`src/rtl/clk_div_param.sv`:
```
//------------------------------------------------------------------------------
// Module      : clk_div_param
// Description : Parametrised integer clock divider with glitch-safe ratio and
//               enable changes. New settings are adopted only at a divided
//               period boundary (or while idle), and each adopted ratio is
//               acknowledged with a one-cycle pulse. Ratio < 2 or disable
//               passes the reference clock straight through.
//               Optional macro CLK_DIV_PARAM_RISE_STB_EN adds o_rise_stb, a
//               registered strobe marking the first high cycle of each period.
// Revision    : 1.0 - initial release
//------------------------------------------------------------------------------
`default_nettype none

module clk_div_param #(
  parameter int RATIO_WIDTH = 8
) (
  input  logic                   i_ref_clk,
  input  logic                   i_rst,
  input  logic                   i_clk_en,
  input  logic [RATIO_WIDTH-1:0] i_div_ratio,
  output logic                   o_div_clk,
  output logic                   o_active,
  output logic                   o_ratio_ack
`ifdef CLK_DIV_PARAM_RISE_STB_EN
  ,
  output logic                   o_rise_stb
`endif
);

  localparam logic [RATIO_WIDTH-1:0] C_ONE = RATIO_WIDTH'(1);
  localparam logic [RATIO_WIDTH-1:0] C_TWO = RATIO_WIDTH'(2);

  logic                   r_en;
  logic [RATIO_WIDTH-1:0] r_ratio;
  logic [RATIO_WIDTH-1:0] r_cnt;
  logic                   r_div;
  logic                   r_ack;

  logic                   w_active;
  logic [RATIO_WIDTH-1:0] w_half;
  logic                   w_last;
  logic                   w_load;
  logic [RATIO_WIDTH-1:0] w_cnt_nxt;
  logic                   w_div_nxt;
  logic                   w_en_nxt;
  logic [RATIO_WIDTH-1:0] w_ratio_nxt;
  logic                   w_ack_nxt;

  // Next-state decode: settings are (re)loaded whenever idle or on the last
  // cycle of a divided period, so the output never sees a partial period.
  always_comb begin
    w_active    = r_en & (r_ratio >= C_TWO);
    w_half      = r_ratio >> 1;
    w_last      = (r_cnt == (r_ratio - C_ONE));
    w_load      = ~w_active | w_last;
    w_cnt_nxt   = w_load ? '0 : (r_cnt + C_ONE);
    // Precharge high on load so every fresh period starts with its high phase.
    w_div_nxt   = w_load ? 1'b1 : (w_cnt_nxt < w_half);
    w_en_nxt    = w_load ? i_clk_en : r_en;
    w_ratio_nxt = w_load ? i_div_ratio : r_ratio;
    w_ack_nxt   = w_load & (i_div_ratio != r_ratio);
  end

  // Divider state registers.
  always_ff @(posedge i_ref_clk) begin
    if (i_rst) begin
      r_en    <= 1'b0;
      r_ratio <= '0;
      r_cnt   <= '0;
      r_div   <= 1'b0;
      r_ack   <= 1'b0;
    end else begin
      r_en    <= w_en_nxt;
      r_ratio <= w_ratio_nxt;
      r_cnt   <= w_cnt_nxt;
      r_div   <= w_div_nxt;
      r_ack   <= w_ack_nxt;
    end
  end

  // Reset forces all outputs low; bypass is the only combinational clock path.
  assign o_div_clk   = i_rst ? 1'b0 : (w_active ? r_div : i_ref_clk);
  assign o_active    = w_active & ~i_rst;
  assign o_ratio_ack = r_ack & ~i_rst;

`ifdef CLK_DIV_PARAM_RISE_STB_EN
  logic r_rise;
  logic w_rise_nxt;

  // Strobe is true in the cycle where the loaded state is active with cnt==0.
  always_comb begin
    w_rise_nxt = w_en_nxt & (w_ratio_nxt >= C_TWO) & (w_cnt_nxt == '0);
  end

  // Rising-phase strobe register.
  always_ff @(posedge i_ref_clk) begin
    if (i_rst) begin
      r_rise <= 1'b0;
    end else begin
      r_rise <= w_rise_nxt;
    end
  end

  assign o_rise_stb = r_rise & ~i_rst;
`endif

endmodule

`default_nettype wire

```
`config.mk`:
```
export PLATFORM = sky130hd
export DESIGN_NAME = clk_div_param
export DESIGN_NICKNAME = d
export VERILOG_FILES = /design/src/rtl/clk_div_param.sv
export SDC_FILE = /design/constraint.sdc
export NUM_CORES = 1
export LEC_CHECK = 0
export CORE_AREA = 8 8 55 91
export DETAILED_ROUTE_END_ITERATION = 7
export DIE_AREA = 0 0 63 99
export PLACE_DENSITY = 0.54
export RECOVER_POWER = 50
export SYNTH_ARGS = -nofsm -noshare
export SYNTH_HDL_FRONTEND = slang
export SYNTH_SLANG_ARGS = --single-unit
```
`constraint.sdc`:
```
create_clock -name i_ref_clk -period 7.35 [get_ports i_ref_clk]
set_input_delay 0.735 -clock i_ref_clk [delete_from_list [all_inputs] [get_ports i_ref_clk]]
set_output_delay 0.735 -clock i_ref_clk [all_outputs]
set_load 0.05 [all_outputs]
```
==> summary.txt, run 1 <==
Status
  – Status: finished clean

Setup path
  – R2R cell count: 12
  – Crit end category: output pin
  – Setup slack, reg-to-reg: 3.98 ns
  – Reg2reg start: r_ratio[0]
  – Arrival @ worst endpoint: about 4.8 ns
  – Worst R2R End: r_div
  – Startpoint Class: clock port
  – Critical Path RT: 6.61 ns
  – Crit Path Category: clock port to output pin
  – Largest fanout on the critical path: 2

Logic synthesis
  – Top area cells in the synthesized netlist: dfxtp_1 28%, xor2_1 8.9%, ha_1 8.2%
  – YS warnings: 0
  – Area leader, netlist: dfxtp_1
  – Most common cell in the synthesized netlist: dfxtp_1
  – Seq cells post-synth: 19
  – Mapped cell area: 1380 sq um
  – Async SR Flop Fraction: 0%
  – Mapped Avg Cell Area: between 8 and 9 sq um
  – Cell variety after synth: 38
  – Most frequent cells after synthesis: 19 x dfxtp_1, 15 x or2b_1, 14 x xor2_1
  – Number of synthesized flops with an enable pin: 0
  – Syn Inst Count: 160
  – Syn_nets: 180
  – Yosys top cell area share: 27.6%
  – Dominant synthesized flop cell: dfxtp_1
  – Post-synthesis sequential area ratio: between 20 and 30%

Timing
  – Worst relative slew slack: 37.5%
  – Setup violations, final: 0
  – Setup TNS Final: 0 ns
  – RSZ-0062 raised after global routing: no
  – Hold slack: 0.595 ns
  – Final hold violations: 0
  – Worst clock skew: 0.00533 ns
  – Slew Limit Fails: 0
  – Worst slew pin tran: 0.935 ns

Clocking
  – CTS resizes: 0
  – Clock Latency Late Sink: 0.36 ns
  – Post-CTS setup repair buffer count: 0
  – CTS tree: yes
  – Clock-pin slew on the worst setup and hold paths: ~0.070 ns
  – CTS Hold Bufs: 0

Final layout
  – Final net count: 193
  – Area Overhead vs Synth: 15.3%
  – Non-filler cells, final: 220
  – Diodes inserted: 0
  – # fillers: about 380
  – Share of cells above drive strength 1: 5.81%

Pwr
  – Clock share of power: a little over two fifths
  – Logic pwr share: 20.4%
  – Sw Ratio: a little under a third
  – Cell leakage power: 0.623 nW
  – Sw Pwr: 0.0964 mW
  – Peak supply drop: 0.0825 mV
  – Power per Cell Area: approximately 200 nW/um^2
  – Internal Dissipation: 0.218 mW
  – Reg power frac: 37.4%

Min path
  – Hold Path Depth: 2
  – Worst Hold Launch: r_ratio[4]
  – WHS Endpoint: r_ratio[4]
  – HP Class: register to register

Die
  – Core outline area: 3790 sq um
  – Starting density of the core: 36.4%
  – Num ports: 14
  – Die ar.: 6240 sq um
  – DIE WIDTH: 63 um
  – Site Rows: 30
  – Die H: 99 um

Global route
  – Vias in the first global route: roughly 1,200
  – Tot GR Track Use: 11.0%
  – Initial antenna violation count: 0
  – GRT overflow: 0
  – Maximum number of pins on one net before global-route repair: 31
  – First-pass GRT wire length: 5260 um

Detailed routing
  – Vias per std cell: between 5 and 6
  – DRC: 0
  – Per-cell routed wire length: roughly 14 um
  – Drt first pass iters: 4
  – Via count: 1,169
  – Routed Antenna Nets: 0
  – Post-Route WL: between 3000 and 4000 um
  – Initial DRC count: 17

Placement
  – Placer Congestion: 0.867
  – Placed insts: 213
  – IO buf count: 13
  – HPWL after detailed placement: 2370 um

Run
  – Max Cap Viol: 0
==> cell families (layout without fill, tap and decap cells) <==
family | Yosys count | count (layout) | synth area share, %
compound gates | 18 | 18 | 8.71
buf+inv | 19 | 31 | 7.71
fa+ha+maj | 9 | 9 | 8.17
xor+xnor | 23 | 23 | 14.6
flops | 19 | 19 | 27.6
mux | 9 | 9 | 6.53
simple gates | 63 | 63 | 26.7
==> state kept, by name, summed over array words and instances, names as in the netlist <==
signal	cells
r_div	1
r_ratio	8
r_ack	1
r_en	1
r_cnt	8
==> per-layer routing <==
layer	global-route usage [%]	vias to the layer above	routed length, um
li1	-	574	-
met4	10.6	0	215
met2	18.4	36	1620
met1	9.79	536	1190
met5	0	-	0
met3	3.98	23	124
==> critical path, stage by stage <==
cell and delay [ns]:
clkbuf_8 0.11, clkbuf_8 0.12, mux2i_1 0.13, nor2_1 0.06
clkdlybuf4s50_1 0.74
==> how the worst max path moves through the flow <==
stage                         start        end  slack [ns]
after global routing      i_ref_clk  o_div_clk        1.73
after CTS                 i_ref_clk  o_div_clk        1.77
after detailed placement  i_ref_clk  o_div_clk        2.06
after floorplan           i_ref_clk  o_div_clk        2.62
final                     i_ref_clk  o_div_clk        1.79
after global placement    i_ref_clk  o_div_clk        2.06
==> area by class of cell <==
class,count,area (sq um),area share [%]
Tap cell,48,60.1,3.78
Timing Repair Buffer,13,124,7.79
Sequential cell,19,380,23.9
Inverter,10,37.5,2.36
Multi-Input combinational cell,122,892,56.1
Clock buffer,8,96.3,6.06
==> metrics by stage <==
step | worst slack, ns | power (mW) | util, % | cell area (sq um)
after floorplan | 2.62 | 0.183 | - | 1380
after global placement | 2.06 | 0.201 | 39.8 | 1510
after detailed placement | 2.06 | 0.203 | 39.8 | 1510
after CTS | 1.77 | 0.321 | 42.0 | 1590
after global routing | 1.73 | 0.334 | 41.9 | 1590
final | 1.79 | 0.315 | 41.9 | 1590
==> cell usage in the layout, fill, tap and decap left out <==
cell / count
a211oi_1: 2
a211oi_2: 1
a21oi_1: 2
a31o_1: 1
a31oi_1: 1
and2_0: 1
and3_1: 2
and3_2: 1
clkbuf_1: 2
clkbuf_8: 6
clkdlybuf4s50_1: 13
dfxtp_1: 19
ha_1: 9
inv_1: 10
mux2i_1: 9
nand2_1: 3
nand2b_1: 1
nand3_1: 6
nand3b_1: 2
nand4_1: 2
nor2_1: 12
nor2b_1: 1
nor3_1: 11
nor3_2: 1
nor4_1: 2
o211ai_1: 1
o21a_1: 1
o21ai_0: 7
o311ai_0: 2
or2b_1: 15
or3_1: 1
or4_1: 1
or4_4: 1
xnor2_1: 9
xor2_1: 14
==> power groups by stage <==
stage | Combinational, mW | Sequential [mW] | Clock (mW)
finish | 0.0644 | 0.118 | 0.133
floorplan | 0.0544 | 0.116 | 0.0128
global placement | 0.0639 | 0.120 | 0.0172
detailed placement | 0.0653 | 0.120 | 0.0172
CTS | 0.0657 | 0.118 | 0.137
global route | 0.0717 | 0.119 | 0.143
(Power assumes the default switching activity.)
==> inputs of run 2 (changes only) <==
- clock period: 7.35 -> 5.7 ns (I/O delays scaled with it)
==> summary.txt, run 2 (synthesized netlist as in run 1, its figures left out) <==
Status
  – Status: finished clean

Global route
  – Vias in the first global route: 1,218 (+3.4%)
  – Initial antenna violation count: 0 (unchanged)
  – First-pass GRT wire length: 5110 um (-3.0%)
  – Maximum number of pins on one net before global-route repair: 31 (unchanged)
  – Tot GR Track Use: 10.3% (-0.66 points)
  – GRT overflow: 0 (unchanged)

Timing
  – RSZ-0062 raised after global routing: no
  – Setup violations, final: 0 (unchanged)
  – Worst relative slew slack: 50.8% (+13 points)
  – Worst clock skew: 0.00344 ns (-0.00188 ns)
  – Setup TNS Final: 0 ns (unchanged)
  – Final hold violations: 0 (unchanged)
  – Fin worst setup slack: 1.08 ns (-0.710 ns)
  – Worst slew pin tran: 0.738 ns (-0.197 ns)
  – Slew Limit Fails: 0 (unchanged)

Clocking
  – CTS tree: yes
  – CTS Hold Bufs: 0 (unchanged)
  – Clock-pin slew on the worst setup and hold paths: 0.07 ns (about the same)
  – Clock Latency Late Sink: 0.37 ns (about the same)
  – Post-CTS setup repair buffer count: 0 (unchanged)
  – CTS resizes: 0 (unchanged)

Pwr
  – Peak supply drop: 0.0968 mV (+17%)
  – Cell leakage power: 0.627 nW (+0.77%)
  – Reg power frac: 37.1% (-0.3 points)
  – Power per Cell Area: 258 nW/um^2 (+30%)
  – Sw Ratio: 31.6% (+0.94 points)
  – Logic pwr share: 20.1% (-0.3 points)
  – Internal Dissipation: 0.282 mW (+29%)
  – Clock share of power: 42.8% (+0.7 points)
  – Sw Pwr: 0.130 mW (+35%)

Detailed routing
  – DRC: 0 (unchanged)
  – Post-Route WL: 3180 um (+0.89%)
  – Initial DRC count: 41 (+24)
  – Via count: 1,134 (-3.0%)
  – Routed Antenna Nets: 0 (unchanged)
  – Drt first pass iters: 4 (unchanged)
  – Per-cell routed wire length: 14.4 um (+0.43%)
  – Vias per std cell: 5.13 (-3.4%)

Final layout
  – Diodes inserted: 0 (unchanged)
  – Largest regs: r_cnt x8, r_ratio x8
  – Share of cells above drive strength 1: 6.36% (+0.54 points)
  – Most common cell after layout, fill and taps aside: dfxtp_1
  – Final net count: 194 (+0.52%)
  – Most frequent cells in the layout: 19 x dfxtp_1, 15 x or2b_1, 14 x xor2_1
  – Core Util, Final: 42.1% (+0.20 points)
  – Area Overhead vs Synth: 15.9%
  – Non-filler cells, final: 221 (+0.45%)

Die
  – Num ports: 14 (unchanged)
  – Core outline area: 3790 sq um (unchanged)
  – DIE WIDTH: 63 um (unchanged)
  – Die H: 99 um (unchanged)
  – Site Rows: 30 (unchanged)
  – Die ar.: 6240 sq um (unchanged)
  – Starting density of the core: 36.4% (unchanged)

Setup path
  – Top delay family on crit path: buffers and inverters
  – Critical Path RT: 5.13 ns (-1.48 ns)
  – Crit end category: output pin
  – WP buf/inv: 3 (unchanged)
  – Arrival @ worst endpoint: 4.05 ns (-0.78 ns)
  – Largest fanout on the critical path: 2 (unchanged)
  – Worst path most repeated cell: clkbuf_8
  – Crit-path cells: clkbuf_8 -> clkbuf_8 -> mux2i_1 -> nor2_1 -> clkdlybuf4s50_1
  – Crit Path Category: clock port to output pin
  – Startpoint Class: clock port
  – Slowest CP cell: clkdlybuf4s50_1
  – CP peak stage delay: 0.71 ns (-0.03 ns)

Placement
  – IO buf count: 13 (unchanged)
  – Placed insts: 214 (+0.47%)
  – Placement Setup Slack: 1.43 ns (-0.631 ns)
  – HPWL after detailed placement: 2370 um (+0.26%)
  – Placer Congestion: 0.875 (+0.89%)

Min path
  – HP Class: register to register

Run
  – Max Cap Viol: 0 (unchanged)
[run 2: cell count changes in the layout (fill, tap and decap cells not counted), sizes merged]
cell,delta
buf,+1
[run 2: stage by stage]
stage | hold slack (ns) | instance area [sq um] | power [mW]
2_1_floorplan | 0.501 | 1380 | 0.236
3_3_place_gp | 0.572 | 1520 | 0.261
3_5_place_dp | 0.582 | 1520 | 0.263
4_1_cts | 0.593 | 1600 | 0.420
5_1_grt | 0.618 | 1600 | 0.432
6_report | 0.591 | 1600 | 0.413
[run 2: layout make-up]
cell class                 instances  area (sq um)
inverter                          10          37.5
multi-input combinational        122           892
clock buffer                       8          96.3
tap                               48          60.1
sequential                        19           380
timing repair buffer              14           131
fill                             378          2190
[run 2: final timing paths]
| path | startpoint | end | slack [ns] | cells past startpoint |
|---|---|---|---|---|
| min | r_cnt[0] | r_cnt[0] | 0.59 | 1 |
| max reg2reg | r_ratio[1] | r_div | 2.57 | 14 |
| max | i_ref_clk | o_div_clk | 1.08 | 5 |
| min reg2reg | r_cnt[0] | r_cnt[0] | 0.59 | 1 |
[run 2: layer usage]
layer | track usage [%] | wire length [um]
met5 | 0 | 0
met4 | 9.01 | 151
met3 | 3.52 | 132
met2 | 17.4 | 1600
met1 | 9.55 | 1290
[run 2: power groups by stage]
stage               logic, mW  registers (mW)  clock network, mW
floorplan              0.0701           0.149             0.0164
global placement       0.0827           0.156             0.0222
detailed placement     0.0843           0.156             0.0222
CTS                    0.0851           0.153              0.182
global route           0.0922           0.154              0.185
finish                 0.0830           0.153              0.177
[run 2: worst register-to-register path: cells and delay by family, from the launching register on]
kind	cells	cell delay, ns
buffers and inverters	1	0.08
DFF	1	0.48
and+or+nand+nor	3	0.37
AOI/OAI and AO/OA	8	1.59
adders and majority gates	2	0.55
